**src/rtl/mf8_ram_arb.sv**
```systemverilog
// Shares one single-port byte RAM between the mf8 core data port (priority) and a host port.
// Core: mem_cs 2 cycles after strobe, c_ready low while pending; host: mem_cs 1 cycle after h_req, h_ack pulse.
module mf8_ram_arb #(
    parameter int AW       = 10,
    parameter int RAM_LAT  = 1,
    parameter int HOST_MAX = 8
) (
    input  logic          Clk,
    input  logic          Reset_n,
    input  logic          c_rd,
    input  logic          c_wr,
    input  logic [15:0]   c_addr,
    input  logic [7:0]    c_wdata,
    output logic [7:0]    c_rdata,
    output logic          c_ready,
    input  logic          h_req,
    input  logic          h_we,
    input  logic [AW-1:0] h_addr,
    input  logic [7:0]    h_wdata,
    output logic [7:0]    h_rdata,
    output logic          h_ack,
    output logic          mem_cs,
    output logic          mem_we,
    output logic [AW-1:0] mem_addr,
    output logic [7:0]    mem_wdata,
    input  logic [7:0]    mem_rdata,
    output logic          arb_err
);

    typedef enum logic [1:0] {S_IDLE, S_C_ACC, S_H_ACC, S_WAIT} state_t;

    state_t          r_state, w_next;
    logic            r_own_host;
    logic [1:0]      r_lat_cnt;
    logic            r_c_pend, r_c_we;
    logic [AW-1:0]   r_c_addr;
    logic [7:0]      r_c_wdata, r_c_rdata, r_h_rdata;
    logic            r_h_ack, r_err;
    logic            r_mem_cs, r_mem_we;
    logic [AW-1:0]   r_mem_addr;
    logic [7:0]      r_mem_wdata;
    logic [7:0]      r_hcnt;

    logic w_c_any, w_c_both, w_c_strobe, w_viol;
    logic w_host_ok, w_force, w_lat_done, w_c_done, w_h_done;
    logic w_grant_h, w_host_busy, w_unused_hi;

    assign w_unused_hi = ^c_addr[15:AW];

    // A strobe is accepted only while no core access is outstanding.
    assign w_c_any     = c_rd | c_wr;
    assign w_c_both    = c_rd & c_wr;
    assign w_c_strobe  = w_c_any & ~w_c_both & ~r_c_pend;
    assign w_viol      = w_c_both | (w_c_any & r_c_pend);
    assign w_host_ok   = h_req & ~r_h_ack;
    assign w_force     = w_host_ok & (r_hcnt == 8'(HOST_MAX));
    assign w_lat_done  = (r_lat_cnt == 2'(RAM_LAT - 1));
    assign w_grant_h   = (r_state == S_IDLE) && (w_next == S_H_ACC);
    assign w_host_busy = (r_state == S_H_ACC) || ((r_state == S_WAIT) && r_own_host) || r_h_ack;

    always_comb begin
        w_next   = r_state;
        w_c_done = 1'b0;
        w_h_done = 1'b0;
        case (r_state)
            S_IDLE: begin
                // A fresh core strobe holds off the host so the core keeps priority.
                if (w_force)                       w_next = S_H_ACC;
                else if (r_c_pend)                 w_next = S_C_ACC;
                else if (!w_c_strobe && w_host_ok) w_next = S_H_ACC;
            end
            S_C_ACC: begin
                if (r_mem_we) begin
                    w_next   = S_IDLE;
                    w_c_done = 1'b1;
                end else begin
                    w_next = S_WAIT;
                end
            end
            S_H_ACC: begin
                if (r_mem_we) begin
                    w_next   = S_IDLE;
                    w_h_done = 1'b1;
                end else begin
                    w_next = S_WAIT;
                end
            end
            S_WAIT: begin
                if (w_lat_done) begin
                    w_next   = S_IDLE;
                    w_h_done = r_own_host;
                    w_c_done = ~r_own_host;
                end
            end
            default: w_next = S_IDLE;
        endcase
    end

    always_ff @(posedge Clk or negedge Reset_n) begin
        if (!Reset_n) begin
            r_state     <= S_IDLE;
            r_own_host  <= 1'b0;
            r_lat_cnt   <= 2'd0;
            r_c_pend    <= 1'b0;
            r_c_we      <= 1'b0;
            r_c_addr    <= '0;
            r_c_wdata   <= 8'd0;
            r_c_rdata   <= 8'd0;
            r_h_rdata   <= 8'd0;
            r_h_ack     <= 1'b0;
            r_err       <= 1'b0;
            r_mem_cs    <= 1'b0;
            r_mem_we    <= 1'b0;
            r_mem_addr  <= '0;
            r_mem_wdata <= 8'd0;
            r_hcnt      <= 8'd0;
        end else begin
            r_state <= w_next;
            r_h_ack <= w_h_done;
            r_err   <= r_err | w_viol;

            if (w_next == S_C_ACC) begin
                r_mem_cs    <= 1'b1;
                r_mem_we    <= r_c_we;
                r_mem_addr  <= r_c_addr;
                r_mem_wdata <= r_c_wdata;
                r_own_host  <= 1'b0;
            end else if (w_next == S_H_ACC) begin
                r_mem_cs    <= 1'b1;
                r_mem_we    <= h_we;
                r_mem_addr  <= h_addr;
                r_mem_wdata <= h_wdata;
                r_own_host  <= 1'b1;
            end else begin
                r_mem_cs <= 1'b0;
                r_mem_we <= 1'b0;
            end

            r_lat_cnt <= (r_state == S_WAIT) ? r_lat_cnt + 2'd1 : 2'd0;
            if ((r_state == S_WAIT) && w_lat_done) begin
                if (r_own_host) r_h_rdata <= mem_rdata;
                else            r_c_rdata <= mem_rdata;
            end

            if (w_c_done) begin
                r_c_pend <= 1'b0;
            end else if (w_c_strobe) begin
                r_c_pend  <= 1'b1;
                r_c_we    <= c_wr;
                r_c_addr  <= c_addr[AW-1:0];
                r_c_wdata <= c_wdata;
            end

            if (!h_req || w_grant_h || w_host_busy) r_hcnt <= 8'd0;
            else if (r_hcnt != 8'(HOST_MAX))        r_hcnt <= r_hcnt + 8'd1;
        end
    end

    assign c_rdata   = r_c_rdata;
    assign c_ready   = ~r_c_pend;
    assign h_rdata   = r_h_rdata;
    assign h_ack     = r_h_ack;
    assign mem_cs    = r_mem_cs;
    assign mem_we    = r_mem_we;
    assign mem_addr  = r_mem_addr;
    assign mem_wdata = r_mem_wdata;
    assign arb_err   = r_err;

endmodule

```
**config.mk**
```make
export PLATFORM = sky130hd
export DESIGN_NAME = mf8_ram_arb
export DESIGN_NICKNAME = d
export VERILOG_FILES = /design/src/rtl/mf8_ram_arb.sv
export SDC_FILE = /design/constraint.sdc
export NUM_CORES = 1
export LEC_CHECK = 0
export CELL_PAD_IN_SITES_DETAIL_PLACEMENT = 2
export CELL_PAD_IN_SITES_GLOBAL_PLACEMENT = 2
export CORE_MARGIN = 4
export CORE_UTILIZATION = 30
export DETAILED_ROUTE_END_ITERATION = 16
export PLACE_DENSITY_LB_ADDON = 0.1
export SLEW_MARGIN = 30
export SYNTH_ARGS = -nofsm -noshare
export SYNTH_HDL_FRONTEND = slang
export SYNTH_SLANG_ARGS = --single-unit
```
**constraint.sdc**
```tcl
create_clock -name Clk -period 3.11 [get_ports Clk]
set_input_delay 0.622 -clock Clk [delete_from_list [all_inputs] [get_ports Clk]]
set_output_delay 0.622 -clock Clk [all_outputs]
set_load 0.05 [all_outputs]
```
Word level (Yosys, flattened, before mapping)
Cells that the tools add are included.
{"block": "word_totals", "ff_bits": 71, "input_bits": 56, "output_inout_bits": 39, "wordCells": 84}
{"block": "classes", "n_addsub": 2, "n_eq_ne": 7, "n_mux": 26, "bitwise": 14, "n_reduce_logical": 19}
{"op": "2-to-1 mux 8 bit", "count": 4}
{"op": "2-to-1 mux 10 bit", "count": 2}
{"op": "2-to-1 mux 2 bit", "count": 6}
{"op": "2-to-1 mux 1 bit", "count": 11}
{"op": "adder 8 x 1 -> 8 bit, second input constant", "count": 1}
{"op": "equality test 8 x 4 -> 1 bit, second input constant", "count": 1}
{"op": "inequality test 8 x 4 -> 1 bit, second input constant", "count": 1}
{"op": "bitwise AND 1 bit", "count": 6}
{"op": "equality test 2 bit, second input constant", "count": 3}
{"op": "one-hot mux 2 bit (3 select lines)", "count": 1}
{"op": "AND reduction 2 bit", "count": 3}
{"op": "nonzero test 2 bit", "count": 3}
{"op": "inverter 1 bit", "count": 5}
{"op": "equality test 2 x 1 -> 1 bit, second input constant", "count": 2}
{"op": "logical AND 1 bit", "count": 4}
{"op": "logical NOT 2 bit", "count": 2}
{"op": "logical OR 1 bit", "count": 4}
{"op": "one-hot mux 1 bit (2 select lines)", "count": 2}
{"op": "OR 1 bit", "count": 3}
{"op": "adder 2 x 1 -> 2 bit, second input constant", "count": 1}
{"op": "logical NOT 1 bit", "count": 2}
{"op": "OR reduction 2 bit", "count": 1}

Depth between registers and ports, before layout
Gate-level depths: netlist of run 1.
{"block": "logic_depth", "word_depth": 15, "mapped_depth": 10, "depth_no_buf": 9}

Worst setup path before layout of run 1
OpenSTA, ideal clock, no wires.
{"block": "synth_timing", "path_type": "input-to-reg", "from": "input c_rd", "to": "register r_mem_addr[4], in the netlist mem_addr[4]", "setup_ns": 0.133, "arrival_time_ns": 2.414, "required_ns": 2.977, "path_slack_ns": 0.563, "path_stages": 9, "n_path_buf": 1, "cell_sequence": "inv_1 > ha_1 > nor2_1 > a21boi_0 > a31o_2 > ha_1 > buf_1 > mux2i_1 > o21ai_0"}
{"block": "synth_between", "elab_chain_len": 12, "word_cells_on_any_way": 15, "classes_between": "eq/ne: 2; mux: 5; bitwise: 5; reduce/logical: 3"}
{"item": "start: declaration", "line": "10", "text": "input logic c_rd,"}
{"item": "bitwise AND 1 bit", "line": "52", "text": "assign w_c_both = c_rd & c_wr;"}
{"item": "inverter 1 bit", "line": "53", "text": "assign w_c_strobe = w_c_any & ~w_c_both & ~r_c_pend;"}
{"item": "bitwise AND 1 bit * (2 in a row)", "line": "53"}
{"item": "logical NOT 1 bit *", "line": "70", "text": "else if (!w_c_strobe && w_host_ok) w_next = S_H_ACC;"}
{"item": "logical AND 1 bit *", "line": "70"}
{"item": "2-to-1 mux 2 bit *", "line": "70"}
{"item": "2-to-1 mux 2 bit *", "line": "69", "text": "else if (r_c_pend) w_next = S_C_ACC;"}
{"item": "2-to-1 mux 2 bit *", "line": "68", "text": "if (w_force) w_next = S_H_ACC;"}
{"item": "one-hot mux 2 bit (3 select lines) *", "line": "65", "text": "case (r_state)"}
{"item": "via w_next[0]", "line": "32", "text": "state_t r_state, w_next;"}
{"item": "equality test 2 x 1 -> 1 bit / equality test 2 bit (equally long branches)", "line": "122, 128"}
{"item": "2-to-1 mux 10 bit / nonzero test 2 bit (equally long branches)"}
{"item": "end signal: assignment", "line": "125", "text": "r_mem_addr <= r_c_addr;"}
{"item": "end signal: assignment", "line": "131", "text": "r_mem_addr <= h_addr;"}
{"item": "end: declaration", "line": "40", "text": "logic [AW-1:0] r_mem_addr;"}
The timed path passes the listed nets; every way through them passes the cells marked *.
A chain may end at the register's enable or synchronous reset.

Final worst setup path of run 1
{"block": "layout_timing", "from": "input c_rd", "to": "register r_hcnt[0]"}
{"block": "layout_between", "elab_chain_len": 15, "word_cells_on_any_way": 17, "classes_between": "eq/ne: 1; mux: 5; bitwise: 5; reduce/logical: 6"}
{"item": "bitwise AND 1 bit", "line": "52"}
{"item": "inverter 1 bit", "line": "53"}
{"item": "bitwise AND 1 bit * (2 in a row)", "line": "53"}
{"item": "logical NOT 1 bit *", "line": "70"}
{"item": "logical AND 1 bit *", "line": "70"}
{"item": "2-to-1 mux 2 bit *", "line": "70"}
{"item": "2-to-1 mux 2 bit *", "line": "69"}
{"item": "2-to-1 mux 2 bit *", "line": "68"}
{"item": "one-hot mux 2 bit (3 select lines) *", "line": "65"}
{"item": "via w_next[1]", "line": "32"}
{"item": "equality test 2 bit *", "line": "58", "text": "assign w_grant_h = (r_state == S_IDLE) && (w_next == S_H_ACC);"}
{"item": "logical AND 1 bit *", "line": "58"}
{"item": "logical OR 1 bit * (2 in a row)", "line": "154", "text": "if (!h_req || w_grant_h || w_host_busy) r_hcnt <= 8'd0;"}
{"item": "2-to-1 mux 8 bit / nonzero test 2 bit (equally long branches)"}
{"item": "end signal: assignment", "line": "155", "text": "else if (r_hcnt != 8'(HOST_MAX)) r_hcnt <= r_hcnt + 8'd1;"}
{"item": "end: declaration", "line": "42", "text": "logic [7:0] r_hcnt;"}
Marks and branches as above.

==> results of run 1 <==
==> cell type report <==
| class | instances | area [um^2] | share of cell area (%) |
|---|---|---|---|
| timing repair buffer | 94 | 952 | 21.5 |
| inverter | 10 | 37.5 | 0.847 |
| clock buffer | 11 | 151 | 3.42 |
| sequential | 71 | 1780 | 40.1 |
| multi-input combinational | 168 | 1300 | 29.4 |
| clock inverter | 5 | 40.0 | 0.904 |
| tap | 136 | 170 | 3.84 |
==> kinds of logic (layout without fill, tap and decap cells) <==
kind of cell    after synthesis  count (layout)  synth area share (%)
mux                          53              53                  19.3
compound gates               39              39                  6.65
xor+xnor                      2               2                 0.554
flops                        71              71                  56.2
buf+inv                      18             120                  2.65
simple gates                 63              63                  10.3
fa+ha+maj                    11              11                  4.35
==> layout by cell type (no fill, tap or decap), types with 10 or more instances in the layout <==
cell | Yosys | final
mux2i_1 | 18 | 18
dfrtp_1 | 71 | 71
ha_1 | 11 | 11
nand2_1 | 31 | 31
o21ai_0 | 25 | 25
clkbuf_8 | 0 | 11
clkdlybuf4s50_1 | 0 | 87
inv_1 | 10 | 10
mux2_2 | 25 | 25
mux2_4 | 10 | 10
==> routing by layer <==
layer	up-vias	share of wire, %
li1	1084	-
met1	1173	41
met2	59	52
met3	9	5.8
met4	0	1.8
met5	-	0
==> flip-flops by register name, summed over array words and instances (netlist names) <==
signal / cells
arb_err: 1
c_rdata: 8
h_ack: 1
h_rdata: 8
mem_addr: 10
mem_cs: 1
mem_wdata: 8
mem_we: 1
r_c_addr: 10
r_c_pend: 1
r_c_wdata: 8
r_c_we: 1
r_hcnt: 8
r_lat_cnt: 2
r_own_host: 1
r_state: 2
==> path summary, 6_finish.rpt <==
path | slack (ns) | from | end | cells past startpoint
setup / recovery | 0.29 | c_rd | r_hcnt[0] | 11
hold / removal | 0.27 | Reset_n | c_rdata[1] | 1
setup reg to reg | 0.47 | r_hcnt[0] | r_hcnt[0] | 9
hold reg to reg | 0.46 | r_lat_cnt[0] | r_lat_cnt[0] | 1
max in group asynchronous | 2.34 | Reset_n | r_c_wdata[4] | 1
min in group Clk | 0.46 | r_lat_cnt[0] | r_lat_cnt[0] | 1
==> metrics by stage <==
step	utilization [%]	setup TNS, ns
6_report	43.1	0
5_1_grt	43.1	0
4_1_cts	43.1	0
3_5_place_dp	41.2	-0.553
3_3_place_gp	41.2	0
2_1_floorplan	-	0
==> report_power, final <==
part	internal, mW	total (mW)	switching, mW	leakage, nW
clock network	0.339	0.709	0.371	0.0886
registers	1.38	1.63	0.244	0.864
logic	1.42	3.47	2.05	0.950
==> critical path, cell delays in order <==
cell and delay, ns:
clkdlybuf4s50_1 0.50, inv_1 0.06, ha_1 0.34, nor2_1 0.09, a21boi_0 0.22, buf_4 0.17, a31oi_1 0.12, ha_1 0.24
a21oi_1 0.13, nand3_1 0.31, nor3_1 0.27
==> results.sh, run 1 <==
export IMPL_critPathRequiredTime_ns=3.37
export IMPL_synth_nets=324
export IMPL_fmaxAchievable_mhz=354
export IMPL_fin_area_mm2=0.00443
export IMPL_synthDominantCellAreaShare_pct=56.2
export IMPL_synth_seq_area_share_pct=56.2
export IMPL_totalWireLength_mm=7.91
export IMPL_nFillCells=1099
export IMPL_worstSetupPathType="input port to flip-flop"
export IMPL_viasPerCell=4.70
export IMPL_grt_max_degree=72
export IMPL_maxCapViolCount=0
export IMPL_grt_pass1_wl_mm=13.7
export IMPL_grt_pass1_vias=2644
export IMPL_syn_inst=257
export IMPL_rows=37
export IMPL_end_kind="flip-flop"
export IMPL_met2_usage_pct=23.8
export IMPL_grt_busiest_layer="met2"
export IMPL_stdcell_count=495
export IMPL_cts_root_buf="clkbuf_8"
export IMPL_coreArea_mm2=0.0103
export IMPL_drive_gt1_share_pct=17.5
export IMPL_chipWidth_um=111
export IMPL_leakagePower_nw=1.90
export IMPL_diodes=0
export IMPL_die_area_mm2=0.0123
export IMPL_final_net_count=421
export IMPL_skew_ns=0.00883
export IMPL_syn2layout_area_growth_pct=40.1
export IMPL_synth_seq_cells=71
export IMPL_hold_ws_ns=0.272
export IMPL_synth_flop_cell="dfrtp_1"
export IMPL_dp_slack_ns=-0.120
export IMPL_dp_hpwl_mm=5.75
export IMPL_p_total_mw=5.81
export IMPL_vdd_drop_max_uv=641
export IMPL_cts_max_path_buffers=2
export IMPL_outcome="complete, no violations"
export IMPL_firstDrtPassIters=2
export IMPL_track_usage_pct=13.9
export IMPL_drv_slew=0
export IMPL_antenna_found_initial=0
export IMPL_finalCritPeriodShare_pct=90.7
export IMPL_hold_path_class="input port to async pin"
export IMPL_htree_levels=3
export IMPL_syn_area_mm2=0.00316
export IMPL_use_met1_pct=16.1
export IMPL_ios=95
export IMPL_die_h_um=111
export IMPL_num_vias=2325
export IMPL_relSlewSlack_pct=55.0
export IMPL_port_buffers=88
export IMPL_timing_final_ws_setup_ns=0.289
export IMPL_synth_edf_count=0
export IMPL_final_antenna_net_count=0
export IMPL_gr_total_overflow=0
export IMPL_worst_skew_pair_late_latency_ns=0.35
export IMPL_p_per_area_mw_per_mm2=1310
export IMPL_cts_repair_resized=0
export IMPL_synth_largest_area_cell="dfrtp_1"
export IMPL_setup_violations=0
export IMPL_report_final_hold_viol_count=0
export IMPL_rsz0062_at_grt="no"
export IMPL_synthTopCellsByArea="dfrtp_1, mux2_2, mux2i_1"
export IMPL_clk_pin_slew_ns=0.08
export IMPL_crit_fanout=8
export IMPL_yosysMostFrequentCell="dfrtp_1"
export IMPL_fin_crit_ns=2.82
export IMPL_routedWlPerCell_um=16.0
export IMPL_drt_iter0_drc=54
export IMPL_crit_arrival_ns=3.08
export IMPL_avgSynthCellArea_um2=12.3
export IMPL_tritoncts="yes"
export IMPL_grt_util_met3_pct=4.75
export IMPL_drc=0
export IMPL_postCtsSetupRepairBufs=0
export IMPL_numCtsBuffers=9
export IMPL_synthDistinctLibCells=33
export IMPL_placed_area_mm2=0.00424
export IMPL_cts_num_sinks=71
export IMPL_start_util_pct=30.8
export IMPL_tightest_slew_ns=0.675
export IMPL_yosys_top_cells_count="dfrtp_1, nand2_1, mux2_2, o21ai_0, mux2i_1"
export IMPL_globalplace_congestion=0.707
export IMPL_cts_hold_buf=0
export IMPL_dp_cells=479
export IMPL_synthArstFlopShare_pct=100
export IMPL_yosys_warnings=0
export IMPL_setup_worst_path_start_class="input port"
Note: power is estimated with default switching activity, not from simulation.
==> run 2: changes to the inputs <==
- SLEW_MARGIN: 30 -> default
==> run 2 against run 1 <==
Against the previous run:
- clock skew did not move
- setup slack did not move
- sequential power barely moved
- total power barely moved
- global-route usage did not move
- utilization barely moved
- maximum frequency did not move
- flip-flop and latch count did not move
- critical path type unchanged
- largest power group unchanged
==> results.sh, run 2 (synthesis results as in run 1) <==
export IMPL_drive_gt1_share_pct=17.5
export IMPL_port_buffers=88
export IMPL_cts_repair_resized=0
export IMPL_cts_root_buf="clkbuf_8"
export IMPL_final_common_cell="clkdlybuf4s50_1"
export IMPL_numCtsBuffers=9
export IMPL_setup_worst_path_start_class="input port"
export IMPL_postCtsSetupRepairBufs=0
export IMPL_relSlewSlack_pct=38.1
export IMPL_fin_crit_ns=2.82
export IMPL_clk_pin_slew_ns=0.08
export IMPL_p_switching_mw=2.67
export IMPL_dp_cells=479
export IMPL_ios=95
export IMPL_final_net_count=421
export IMPL_intPower_mw=3.14
export IMPL_tritoncts="yes"
export IMPL_totalWireLength_mm=7.91
export IMPL_pwr_share_seq_pct=28.0
export IMPL_die_h_um=111
export IMPL_timing_final_ws_setup_ns=0.289
export IMPL_setup_violations=0
export IMPL_diodes=0
export IMPL_dp_hpwl_mm=5.75
export IMPL_grt_pass1_vias=2644
export IMPL_crit_arrival_ns=3.08
export IMPL_maxCapViolCount=0
export IMPL_p_per_area_mw_per_mm2=1310
export IMPL_htree_levels=3
export IMPL_pwr_share_comb_pct=59.8
export IMPL_fmaxAchievable_mhz=354
export IMPL_final_antenna_net_count=0
export IMPL_chipWidth_um=111
export IMPL_routedWlPerCell_um=16.0
export IMPL_crit_fanout=8
export IMPL_vdd_drop_max_uv=641
export IMPL_tightest_slew_ns=0.929
export IMPL_dp_slack_ns=-0.120
export IMPL_drv_slew=0
export IMPL_viasPerCell=4.70
export IMPL_gr_total_overflow=0
export IMPL_leakagePower_nw=1.90
export IMPL_drc=0
export IMPL_multi_input_comb_area_mm2=0.00130
export IMPL_cts_max_path_buffers=2
export IMPL_coreArea_mm2=0.0103
export IMPL_cts_hold_buf=0
export IMPL_worst_skew_pair_late_latency_ns=0.35
export IMPL_worstSetupPathType="input port to flip-flop"
export IMPL_track_usage_pct=13.9
export IMPL_skew_ns=0.00883
export IMPL_end_kind="flip-flop"
export IMPL_rsz0062_at_grt="no"
export IMPL_critPathRequiredTime_ns=3.37
export IMPL_hold_path_class="input port to async pin"
export IMPL_clockPowerShare_pct=12.2
export IMPL_syn2layout_area_growth_pct=40.0
export IMPL_p_total_mw=5.81
export IMPL_die_area_mm2=0.0123
export IMPL_final_cell_mix="clkdlybuf4s50_1, dfrtp_1, nand2_1"
export IMPL_report_final_hold_viol_count=0
export IMPL_register_area_mm2=0.00178
export IMPL_num_vias=2325
export IMPL_start_util_pct=30.8
export IMPL_outcome="complete, no violations"
export IMPL_p_sw_share_pct=45.9
export IMPL_finalCritPeriodShare_pct=90.7
export IMPL_stdcell_count=495
export IMPL_rows=37
export IMPL_nFillCells=1101
export IMPL_grt_max_degree=72
export IMPL_grt_pass1_wl_mm=13.7
export IMPL_antenna_found_initial=0
export IMPL_cts_num_sinks=71
export IMPL_drt_iter0_drc=54
export IMPL_firstDrtPassIters=2
export IMPL_hold_ws_ns=0.396
export IMPL_globalplace_congestion=0.707
==> run 2: changes by cell type in the layout (fill, tap and decap cells not counted) <==
cell / change
buf_4: +1
buf_6: -1
==> run 2: worst paths after layout <==
path / startpoint / endpoint / slack [ns] / cells past startpoint
worst max-delay path: c_rd / r_hcnt[0] / 0.29 / 11
worst min-delay path: Reset_n / c_rdata[1] / 0.40 / 1
worst max register to register: r_hcnt[0] / r_hcnt[0] / 0.47 / 9
worst min register to register: r_lat_cnt[0] / r_lat_cnt[0] / 0.46 / 1
max in group asynchronous: Reset_n / r_c_wdata[4] / 2.08 / 1
min in group Clk: r_lat_cnt[0] / r_lat_cnt[0] / 0.46 / 1
==> run 2: power by group through the flow <==
stage	Clock, mW	Sequential [mW]	Combinational, mW
after floorplan	0	2.43	1.54
after global placement	0	1.63	3.45
after detailed placement	0	1.65	3.54
after CTS	0.750	1.64	3.56
after global routing	0.792	1.70	3.80
final	0.709	1.63	3.47
==> run 2: layout make-up <==
class                           instances  share of cell area [%]
Timing Repair Buffer                   94                    21.4
Inverter                               10                   0.848
Clock inverter                          5                   0.904
Multi-Input combinational cell        168                    29.4
Tap cell                              136                    3.84
Clock buffer                           11                    3.42
Sequential cell                        71                    40.1
==> run 2: metrics by stage <==
| stage | TNS [ns] | area [um^2] | utilization (%) |
|---|---|---|---|
| 6_report | 0 | 4430 | 43.1 |
| 5_1_grt | 0 | 4430 | 43.1 |
| 4_1_cts | 0 | 4430 | 43.1 |
| 3_5_place_dp | -0.553 | 4240 | 41.2 |
| 3_3_place_gp | 0 | 4240 | 41.2 |
| 2_1_floorplan | 0 | 3160 | - |
==> run 2: worst max-delay path, cell delays in order <==
cell	delay [ns]
clkdlybuf4s50_1	0.50
inv_1	0.06
ha_1	0.34
nor2_1	0.09
a21boi_0	0.22
buf_4	0.17
a31oi_1	0.12
ha_1	0.24
a21oi_1	0.13
nand3_1	0.31
nor3_1	0.27
==> run 2: metal layers <==
metal / up-vias / GRT usage [%] / part of all wire, %
met3: 9 / 4.75 / 5.8
li1: 1084 / - / -
met2: 59 / 23.8 / 52
met1: 1173 / 16.1 / 41
met4: 0 / 5.34 / 1.8
met5: - / 0 / 0
